File: config.mk
export PLATFORM = sky130hd
export DESIGN_NAME = paralelo_serial_tx
export DESIGN_NICKNAME = d
export VERILOG_FILES = /design/src/rtl/paralelo_serial_tx.sv
export SDC_FILE = /design/constraint.sdc
export NUM_CORES = 1
export LEC_CHECK = 0
export CAP_MARGIN = 5
export CORE_AREA = 2 2 44 46
export DETAILED_ROUTE_END_ITERATION = 6
export DIE_AREA = 0 0 46 48
export SYNTH_ARGS = -nofsm -noshare
export SYNTH_HDL_FRONTEND = slang
export SYNTH_SLANG_ARGS = --single-unit
File: constraint.sdc
create_clock -name clk_32f -period 2.3 [get_ports clk_32f]
set_clock_uncertainty 0.2 [all_clocks]
set_input_delay 0.46 -clock clk_32f [delete_from_list [all_inputs] [get_ports clk_32f]]
set_output_delay 0.46 -clock clk_32f [all_outputs]
set_load 0.1 [all_outputs]
File: src/rtl/paralelo_serial_tx.sv
// rtl/paralelo_serial_tx.sv - byte-to-serial transmitter with a 4-BC comma sync preamble
module paralelo_serial_tx #(
  parameter logic [7:0] COMMA = 8'hBC
) (
  input  logic       clk_32f,
  input  logic       reset_L,
  input  logic [7:0] data_in,
  input  logic       valid_in,
  output logic       data_out,
  output logic       active,
  output logic       ready
);

  typedef enum logic {
    SYNC   = 1'b0,
    ACTIVE = 1'b1
  } state_t;

  state_t     state;
  logic [2:0] cnt;
  logic [7:0] byte_r;
  logic [1:0] bc_cnt;
  logic       load;
  logic [7:0] next_byte;

  assign load = (cnt == 3'd7);

  // Idle fill and preamble both send the comma byte; only ACTIVE accepts user data.
  always_comb begin
    next_byte = COMMA;
    if (state == ACTIVE && valid_in) begin
      next_byte = data_in;
    end
  end

  always_ff @(posedge clk_32f or negedge reset_L) begin
    if (!reset_L) begin
      data_out <= 1'b0;
      cnt      <= 3'd0;
      byte_r   <= COMMA;
      bc_cnt   <= 2'd0;
      state    <= SYNC;
    end else begin
      data_out <= byte_r[3'd7 - cnt];
      cnt      <= cnt + 3'd1;
      if (load) begin
        byte_r <= next_byte;
        // Reset-loaded comma plus three preamble loads gives exactly four commas.
        if (state == SYNC) begin
          bc_cnt <= bc_cnt + 2'd1;
          if (bc_cnt == 2'd2) begin
            state <= ACTIVE;
          end
        end
      end
    end
  end

  assign active = (state == ACTIVE);
  assign ready  = (state == ACTIVE) && load;

endmodule

==> results.toml <==
[outcome]
status = "completed"

[cts]
htree_levels = 1
cts_made_buffers = 3
cts_resized = 0
cts_root_buf = "clkbuf_4"
clockBufferDepth = 2
postCtsSetupRepairBufs = 0
clock_latency_ns = 0.27
clock-sinks = 15
holdBufCountCts = 0
cts_tree = "built"
path_clk_slew_ns = 0.08

[placement]
gp_congestion = 0.6812
place_hpwl_um = 849.5
io_buffers = 13

[floorplanning]
ioPinCount = 14
dieArea_mm2 = 0.002208
die_y_um = 48
initial_core_util = 0.3926
die_x_um = 46
fp-row-count = 15
coreArea_mm2 = 0.001689

[sta]
fin_tns_setup_ns = 0
tightest_slew_ns = 0.6630
rsz0062_at_grt = "no"
period_share = 0.9120
hold_viol_final = 0
timing.final.crit_period_ns = 2.097
finalSetupViolations = 0
finalMaxSlewViolations = 0
fmax_mhz = 476.8
slew_headroom = 0.5566

[grt]
grt_max_degree = 18
track_usage = 0.1200
grt_pass1_vias = 420
grt_pass1_wl_um = 1800
antenna_found_initial = 0
overflow = 0

[critical_path]
worst-path-max-fanout = 5
crit_required_ns = 1.64
r2r_setup_slack_ns = 0.71
crit_top_cell = "ha_1"
end_kind = "output pin"
crit_path_start_kind = "flop"
worst_r2r_endpoint = "data_out"
cpMaxStageDelayCell = "dfrtp_1"
critPathTopFamily = "flip-flops"
critPathKind = "flop to output pin"
cp.arrival_ns = 1.44
worstPathCellList = "ha_1 > ha_1 > and2_4 > buf_12"
ff2ff_path_depth = 2
critPathBufInv = 1
crit_path_max_incr_delay_ns = 0.44
r2r-start = "cnt[0]"

[yosys]
yosys.area_share.simple = 0.08302
synth.area.top_cells = "dfrtp_1, dfstp_2, mux4_1"
synth_adder_area_share = 0.05660
synth.most_common_cell = "inv_1"
synthTopCellsByCount = "inv_1, dfrtp_1, a31oi_1, dfstp_2, nor2_1"
yosys.area.top_type = "dfrtp_1"
synth-async-reset-ratio = 1.000
synthCells = 57
netlist.area_leader.share = 0.3774
syn_area_um2 = 663.1
ys_warn_count = 0
synth_cell_types = 16
syn_nets = 71
ys_seq_area_frac = 0.5755
synth-xor-area-share = 0.01321
synth_edf_count = 0
synth-compound-area-share = 0.08679
synth_area_per_cell_um2 = 11.63
synthFlopType = "dfrtp_1"
synth_mux_area_frac = 0.1113
synth_top_family_by_area = "multiplexers"
ys_ff_latch = 15

[drt]
drtIter0Drc = 1
via_per_inst = 5.111
drt-total-wl_um = 1135
vias = 460
wl_per_cell_um = 12.61
drc = 0
ant_nets = 0
first_pass_iters = 2

[power]
leakage_uw = 0.0004121
p_per_area_mw_per_mm2 = 554.8
finalPower_uw = 470.7
irDropWorstVdd_mv = 0.3342

[finish]
n_fill_cell = 163
finalNetCount = 88
antennaDiodeCount = 0
drive_gt1_frac = 0.1918
area_growth_pct = 27.92

[hold_path]
holdCritPathClass = "flop to flop"
hp-start = "bc_cnt[0]"
holdPathEnd = "bc_cnt[0]"
whs_path_depth = 1

[flow_run]
cap_violations = 0
-- cells by family after synthesis --
family                     Yosys count
DFF                                 15
adders and majority gates            3
muxes                                4
buffers and inverters               13
and+or+nand+nor                     12
xor gates and xnor gates             1
AOI/OAI and AO/OA                    9
-- cell type report --
cell class | instances | area (um^2) | share of cell area
Sequential cell | 15 | 381.6 | 0.4499
Multi-Input combinational cell | 29 | 235.2 | 0.2773
Timing Repair Buffer | 14 | 142.6 | 0.1681
Inverter | 11 | 41.29 | 0.04867
Clock buffer | 4 | 26.28 | 0.03097
Tap cell | 17 | 21.27 | 0.02507
-- placed cells by master (no fill, tap or decap), drive strengths merged --
cell type | netlist | layout
a31oi | 5 | 5
clkdlybuf4s50 | 0 | 10
xnor2 | 1 | 1
mux4 | 2 | 2
inv | 11 | 11
a21o | 1 | 1
and2 | 2 | 2
dfstp | 5 | 5
mux2i | 1 | 1
dfrtp | 10 | 10
nand4b | 1 | 1
mux2 | 1 | 1
clkbuf | 2 | 4
buf | 0 | 4
nor2 | 5 | 5
o22ai | 3 | 3
nand2 | 4 | 4
ha | 3 | 3
-- flip-flops by register name, summed over array words and instances (netlist names) --
register,count
byte_r,8
data_out,1
active,1
bc_cnt,2
cnt,3
-- how the worst max path moves through the flow --
stage | start | to | slack [ns] | cells past startpoint
after global routing | cnt[0] | ready | 0.12 | 4
final | cnt[0] | ready | 0.20 | 4
after detailed placement | cnt[0] | ready | 0.50 | 4
after CTS | cnt[0] | ready | 0.19 | 4
after floorplan | cnt[0] | ready | 0.05 | 5
after global placement | cnt[0] | ready | 0.52 | 4
-- stage by stage --
stage | hold WS, ns | instances | utilization | worst slack [ns] | instance area, um^2
floorplan | -0.03559 | 57 | - | 0.04667 | 665.6
global placement | 0.2658 | 86 | 0.4867 | 0.5161 | 822.0
detailed placement | 0.2679 | 86 | 0.4867 | 0.5009 | 822.0
CTS | 0.2845 | 90 | 0.5022 | 0.1882 | 848.3
global route | 0.2955 | 90 | 0.5022 | 0.1241 | 848.3
finish | 0.2811 | 90 | 0.5022 | 0.2025 | 848.3
-- layer usage --
metal | share of wire | GRT usage
met5 | 0 | 0
met4 | 0.019 | 0.08571
met3 | 0.040 | 0.02264
met2 | 0.50 | 0.2056
met1 | 0.44 | 0.1335
-- power by group --
part	switching [uW]	internal, uW	total, uW
Clock	78.4	67.2	146
Combinational	21.7	24.4	46.1
Sequential	3.87	275	279
No activity file was read; power rests on OpenSTA's default activity.
